`src/rtl/idex_hazard_ctrl.sv`:
```
// idex_hazard_ctrl: ID/EX pipeline sequencer for load-use, multiply-stretch and branch-flush control
module idex_hazard_ctrl #(
    parameter int MUL_LAT = 4,
    parameter int CNT_W   = 16
) (
    input  logic             clk_i,
    input  logic             rst_i,
    input  logic [4:0]       id_rs1_addr_i,
    input  logic [4:0]       id_rs2_addr_i,
    input  logic [4:0]       ex_rd_addr_i,
    input  logic             ex_mem_read_i,
    input  logic [3:0]       ex_alu_ctrl_i,
    input  logic             branch_taken_i,
    output logic             pc_write_o,
    output logic             ifid_write_o,
    output logic             ifid_flush_o,
    output logic             idex_bubble_o,
    output logic             idex_hold_o,
    output logic             exmem_bubble_o,
    output logic             busy_o,
    output logic [CNT_W-1:0] stall_cnt_o
);
    typedef enum logic {RUN, MUL} state_t;
    state_t           r_state;
    logic [3:0]       r_mcnt;
    logic [CNT_W-1:0] r_stall_cnt;
    logic             w_mul_ex;
    logic             w_load_use;
    logic             w_mul_stall;
    logic             w_lu_stall;
    assign w_mul_ex    = (ex_alu_ctrl_i == 4'hF) && (MUL_LAT > 1);
    assign w_load_use  = ex_mem_read_i && (ex_rd_addr_i != 5'd0) &&
                         ((ex_rd_addr_i == id_rs1_addr_i) || (ex_rd_addr_i == id_rs2_addr_i));
    assign w_mul_stall = (r_state == RUN) ? w_mul_ex : (r_mcnt != 4'd0);
    assign w_lu_stall  = !w_mul_stall && w_load_use;
    assign pc_write_o     = !(w_mul_stall || w_lu_stall);
    assign ifid_write_o   = pc_write_o;
    assign ifid_flush_o   = pc_write_o && branch_taken_i;
    assign idex_bubble_o  = w_lu_stall;
    assign idex_hold_o    = w_mul_stall;
    assign exmem_bubble_o = w_mul_stall;
    assign busy_o         = w_mul_stall;
    assign stall_cnt_o    = r_stall_cnt;
    // mcnt counts remaining stretch cycles after the entry cycle; the release cycle has mcnt==0
    always_ff @(posedge clk_i or posedge rst_i) begin
        if (rst_i) begin
            r_state     <= RUN;
            r_mcnt      <= 4'd0;
            r_stall_cnt <= '0;
        end else begin
            if (r_state == RUN) begin
                if (w_mul_ex) begin
                    r_state <= MUL;
                    r_mcnt  <= 4'(MUL_LAT - 2);
                end
            end else if (r_mcnt != 4'd0) begin
                r_mcnt <= r_mcnt - 4'd1;
            end else begin
                r_state <= RUN;
            end
            if (!pc_write_o && (r_stall_cnt != '1))
                r_stall_cnt <= r_stall_cnt + CNT_W'(1);
        end
    end
endmodule

```
`config.mk`:
```
export PLATFORM = sky130hd
export DESIGN_NAME = idex_hazard_ctrl
export DESIGN_NICKNAME = d
export VERILOG_FILES = /design/src/rtl/idex_hazard_ctrl.sv
export SDC_FILE = /design/constraint.sdc
export NUM_CORES = 1
export LEC_CHECK = 0
export ABC_CLOCK_PERIOD_IN_PS = 2700
export BUFFER_PORTS_ARGS = -buffer_cell sky130_fd_sc_hd__buf_2
export CORE_MARGIN = 2
export CORE_UTILIZATION = 30
export DETAILED_ROUTE_END_ITERATION = 12
export RECOVER_POWER = 50
export SETUP_SLACK_MARGIN = 0.5
export SLEW_MARGIN = 20
export SYNTH_ARGS = -nofsm -noshare
export SYNTH_HDL_FRONTEND = slang
export SYNTH_SLANG_ARGS = --single-unit
```
`constraint.sdc`:
```
create_clock -name clk_i -period 2.7 [get_ports clk_i]
set_clock_uncertainty 0.1 [all_clocks]
set_input_delay 0.405 -clock clk_i [delete_from_list [all_inputs] [get_ports clk_i]]
set_output_delay 0.405 -clock clk_i [all_outputs]
set_load 0.1 [all_outputs]
```
==> flow_summary.toml, run 1 <==
[layout]
layout_commonest_cell = "buf_2"
antenna_cells_inserted = 0
layout_common_cells = "29 x buf_2, 13 x xor2_1, 11 x xnor2_1, 11 x nand2_1, 11 x dfrtp_2"
drive_above_1_share = 0.438
final_nets = 202
area_growth_pct = 49.1
final_util = 0.475
n_fill_cell = 354

[worst_setup_path]
cp.depth = 8
reg2reg_depth = 10
crit_path_cell_trace = "inv_1, ha_4, inv_2, o31ai_4, o21ai_4, a21oi_4, and2_4, buf_12"
slowest_stage = "dfrtp_1"
worst-endpoint-required_ns = 2.19
worstPathMaxFanout = 3
slowest_delay_ns = 0.39
cp-start-kind = "register"
arrival_ns = 1.87
crit_buf_inv = 3
cpLargestDelayFamily = "compound AO/OA/AOI/OAI gates"
critPathCaptureType = "output port"
critical_path_class = "register to output port"

[route]
drtAntennaViolNets = 0
dr.pass1.iters = 4
wirelength_mm = 3.07
drc = 0
routedWlPerCell_um = 13.7
via_per_inst = 4.92
vias = 1101
initialDrtViolationCount = 6

[worst_hold_path]
hold_path.class = "input port to async pin"

[synthesis]
ys_seq_area_frac = 0.440
yosys_warnings = 0
synth-seq-cells = 21
synthesis.area_um2 = 1190
ys_types = 34
syn-num-nets = 146
synth.avg_cell_area_um2 = 9.86
synth_cells = 121

[sta]
timing.slew.headroom = 0.214
fmax_ghz = 0.421
tightest_slew_ns = 1.18
fin_crit_sh = 0.880
finalSetupViolCount = 0
slew_violations = 0
tns_ns = 0
post-route-min-period_ns = 2.38
rsz0062_at_grt = "yes"
hold_viol = 0

[floorplan]
core_area_um2 = 3740
ioPinCount = 46
die_w_um = 67.1
die_h_um = 67.1
die-area_um2 = 4500
start_util = 0.319
fp-row-count = 22

[cts]
ctsRootBufferMaster = "clkbuf_8"
cts_buffers = 3
h-tree-depth = 1
cts_tree = "done"
clk_pin_slew_ns = 0.08
insertion_delay_ns = 0.26
cts.sinks = 21
cts.path.max_buffers = 2

[run]
drv_cap = 0

[placement]
post-dp-hpwl_mm = 2.29
place_congestion = 0.739
portBuffers = 45

[grt]
grt_max_degree = 22
grtUsageTotal = 0.147
grt-ovfl-total = 0
grt_pass1_wl_mm = 5.00
antenna_found_initial = 0
grt_pass1_vias = 1135

[outcome]
status = "completed"
-- final cells by class --
class	instances	area (um^2)	area share
Sequential cell	21	558	0.314
Clock inverter	1	5.00	0.00281
Tap cell	48	60.1	0.0338
Multi-Input combinational cell	90	662	0.372
Inverter	5	18.8	0.0105
Clock buffer	3	41.3	0.0232
Timing Repair Buffer	56	434	0.244
-- synth_stat cells --
master,number,area [um^2]
nor3_1,8,40.0
nand2b_1,1,6.26
a2bb2oi_1,1,8.76
and3_1,2,12.5
nand4_1,5,31.3
or4_1,1,7.51
buf_4,3,22.5
o21a_1,2,15.0
dfrtp_1,21,526
a2111oi_1,1,10.0
xnor2_1,11,96.3
or2_1,1,6.26
and2_1,1,6.26
clkbuf_1,1,3.75
nor2b_1,1,6.26
nor4b_1,1,8.76
buf_6,1,11.3
o21ai_1,1,5.00
nor4_1,5,31.3
o22ai_1,2,12.5
nor2_1,5,18.8
and4_1,1,8.76
nand3_1,6,30.0
nand4b_1,1,8.76
xor2_1,13,114
a31oi_1,1,6.26
ha_1,2,25.0
a21oi_4,1,16.3
mux2_1,1,11.3
nand2_1,12,45.0
o31ai_1,1,7.51
nor2_2,1,6.26
mux2i_1,1,10.0
inv_1,5,18.8
-- path summary, 6_finish.rpt --
path	startpoint	end	slack, ns
worst min register to register	stall_cnt_o[6]	stall_cnt_o[6]	0.38
worst max register to register	r_mcnt[0]	stall_cnt_o[1]	0.58
min in group clk_i	stall_cnt_o[6]	stall_cnt_o[6]	0.38
max in group asynchronous	rst_i	stall_cnt_o[1]	1.73
worst min-delay path	rst_i	stall_cnt_o[5]	0.18
worst max-delay path	r_mcnt[0]	ifid_flush_o	0.32
-- per-stage QoR --
stage	worst slack, ns	instance area [um^2]	hold slack [ns]	std cells
CTS	0.232	1760	0.214	223
detailed placement	0.322	1580	0.374	211
global route	0.219	1780	0.243	224
floorplan	0.106	1270	0.281	121
global placement	0.331	1580	0.365	211
finish	0.324	1780	0.181	224
-- kinds of logic (layout without fill, tap and decap cells) --
family	after synthesis	after routing	share of synthesized area
AO/OA/AOI/OAI	10	10	0.0681
buffers and inverters	10	65	0.0472
AND/OR/NAND/NOR	52	52	0.230
adder cells (fa/ha/maj)	2	2	0.0210
multiplexers	2	2	0.0178
XOR/XNOR	24	24	0.176
flip-flops	21	21	0.440
-- routing by layer --
layer | global-route usage | wire length [um]
met4 | 0.0383 | 11
met5 | 0 | 0
met1 | 0.168 | 1210
met3 | 0.0203 | 219
met2 | 0.281 | 1630
-- repair_timing --
action / CTS / global route
pin swaps: 4 / 2
setup buffers: 8 / 1
hold buffers: 0 / 0
resized for setup: 21 / 7
setup endpoints to repair: 7 / 22
-- flip-flops by register name, summed over array words and instances (netlist names) --
name,count
r_mcnt,4
r_state,1
stall_cnt_o,16
Power of run 1 is not shown: default switching activity piles up to over one toggle a cycle in this logic, so the estimate is an artifact.
==> run 2: changes to the inputs <==
Settings changed: CORE_UTILIZATION 30 to 48, PLACE_DENSITY set to 0.79.
==> run 2 against run 1 <==
Via count is 3.4% higher. Clock-buffer cell count rose by 1. Die area is 36% lower. Largest cell class unchanged. Global-route usage rose by 7.0 points. Critical path type unchanged. Core utilization grew 27 points. Cell count decreased by 5.8%.
==> flow_summary.toml, run 2 (same netlist as run 1, synthesis figures left out) <==
[grt]
grt_max_degree = 22
grt-ovfl-total = 0
grt_pass1_wl_mm = 4.52
grtUsageTotal = 0.217
antenna_found_initial = 0
grt_pass1_vias = 1083

[worst_setup_path]
regToRegSetupSlack_ns = 0.55
slowest_delay_ns = 0.40
critical_path_class = "register to output port"
r2r_start = "r_mcnt[0]"
arrival_ns = 1.89
worst-endpoint-required_ns = 2.19
slowest_stage = "dfrtp_1"
worstPathMaxFanout = 5
reg2reg_depth = 12
crit_path_cell_trace = "inv_1, ha_1, inv_2, o31ai_4, o21ai_4, clkbuf_1, nor2_4, buf_12"
critPathCaptureType = "output port"
critPathLaunch = "r_mcnt[0]"
cp-start-kind = "register"
worst_r2r_endpoint = "stall_cnt_o[8]"
crit_end = "idex_bubble_o"

[route]
initialDrtViolationCount = 17
via_per_inst = 5.39
drtAntennaViolNets = 0
routedWlPerCell_um = 15.1
vias = 1138
drc = 0
dr.pass1.iters = 4
wirelength_mm = 3.19

[cts]
cts.path.max_buffers = 2
cts_tree = "done"
clk_pin_slew_ns = 0.12
cts.sinks = 21
ctsRootBufferMaster = "clkbuf_4"
cts_buffers = 3
insertion_delay_ns = 0.31
h-tree-depth = 1

[layout]
layout_common_cells = "31 x buf_2, 13 x xor2_1, 12 x nand2_1, 11 x xnor2_1, 11 x dfrtp_2"
largest_reg_flops = 16
antenna_cells_inserted = 0
n_fill_cell = 171
area_growth_pct = 50.6
drive_above_1_share = 0.459
final_util = 0.746
layout_commonest_cell = "buf_2"
final_nets = 207

[placement]
portBuffers = 45
post-dp-hpwl_mm = 2.00
place_ws_ns = 0.224
place_congestion = 0.814

[sta]
slew_violations = 0
hold_viol = 0
post-route-min-period_ns = 2.40
rsz0062_at_grt = "yes"
tns_ns = 0
setup_slack_ns = 0.303
finalSetupViolCount = 0
tightest_slew_ns = 1.17
fin_crit_sh = 0.888
fmax_ghz = 0.417
whs_ns = 0.123
timing.slew.headroom = 0.226

[outcome]
status = "completed"

[floorplan]
die_w_um = 53.9
die_h_um = 53.9
start_util = 0.495
fp-row-count = 18
die-area_um2 = 2900
ioPinCount = 46
core_area_um2 = 2410

[run]
drv_cap = 0

[worst_hold_path]
hold_path.class = "input port to async pin"
==> run 2: cell types whose count changed in the layout (fill, tap and decap cells not counted), sizes merged <==
cell,before,now
clkbuf,12,13
clkinv,1,0
buf,47,52
==> run 2: timing repair <==
action | 4_1_cts | 5_1_grt
gates cloned | 0 | 1
setup buffers | 7 | 6
pin swaps | 3 | 5
resized for setup | 22 | 9
hold buffers | 0 | 0
endpoints found under the setup margin | 20 | 23
==> run 2: how the worst min path moves through the flow <==
stage | from | endpoint | slack, ns | cells after the start
finish | rst_i | stall_cnt_o[0] | 0.12 | 2
floorplan | rst_i | r_mcnt[0] | 0.28 | 1
detailed placement | stall_cnt_o[8] | stall_cnt_o[8] | 0.38 | 1
global route | rst_i | r_mcnt[2] | 0.20 | 2
global placement | stall_cnt_o[6] | stall_cnt_o[6] | 0.36 | 1
CTS | rst_i | stall_cnt_o[0] | 0.14 | 2
==> run 2: critical path: cells and delay by family (launching register included) <==
kind                     cells  cell delay [ns]
flip-flops                   1             0.40
adder cells (fa/ha/maj)      1             0.18
buffers and inverters        4             0.49
AND/OR/NAND/NOR              1             0.14
AO/OA/AOI/OAI                2             0.37
==> run 2: stage by stage <==
| stage | area [um^2] | cells |
|---|---|---|
| after floorplan | 1270 | 121 |
| after global placement | 1540 | 193 |
| after detailed placement | 1540 | 193 |
| after CTS | 1700 | 204 |
| after global routing | 1800 | 211 |
| final | 1800 | 211 |
==> run 2: per-layer routing <==
metal,GRT usage,up-vias,wire (um)
met4,0.0940,0,63
met5,0,-,0
met3,0.0333,8,173
met2,0.382,46,1560
li1,-,544,-
met1,0.259,540,1400
==> run 2: area by class of cell <==
class                      count  area, um^2  share of cell area
timing repair buffer          61         479               0.267
clock buffer                   4        26.3              0.0146
inverter                       5        18.8              0.0104
tap                           30        37.5              0.0209
multi-input combinational     90         678               0.377
sequential                    21         558               0.310
Power of run 2 is left out for the same reason.
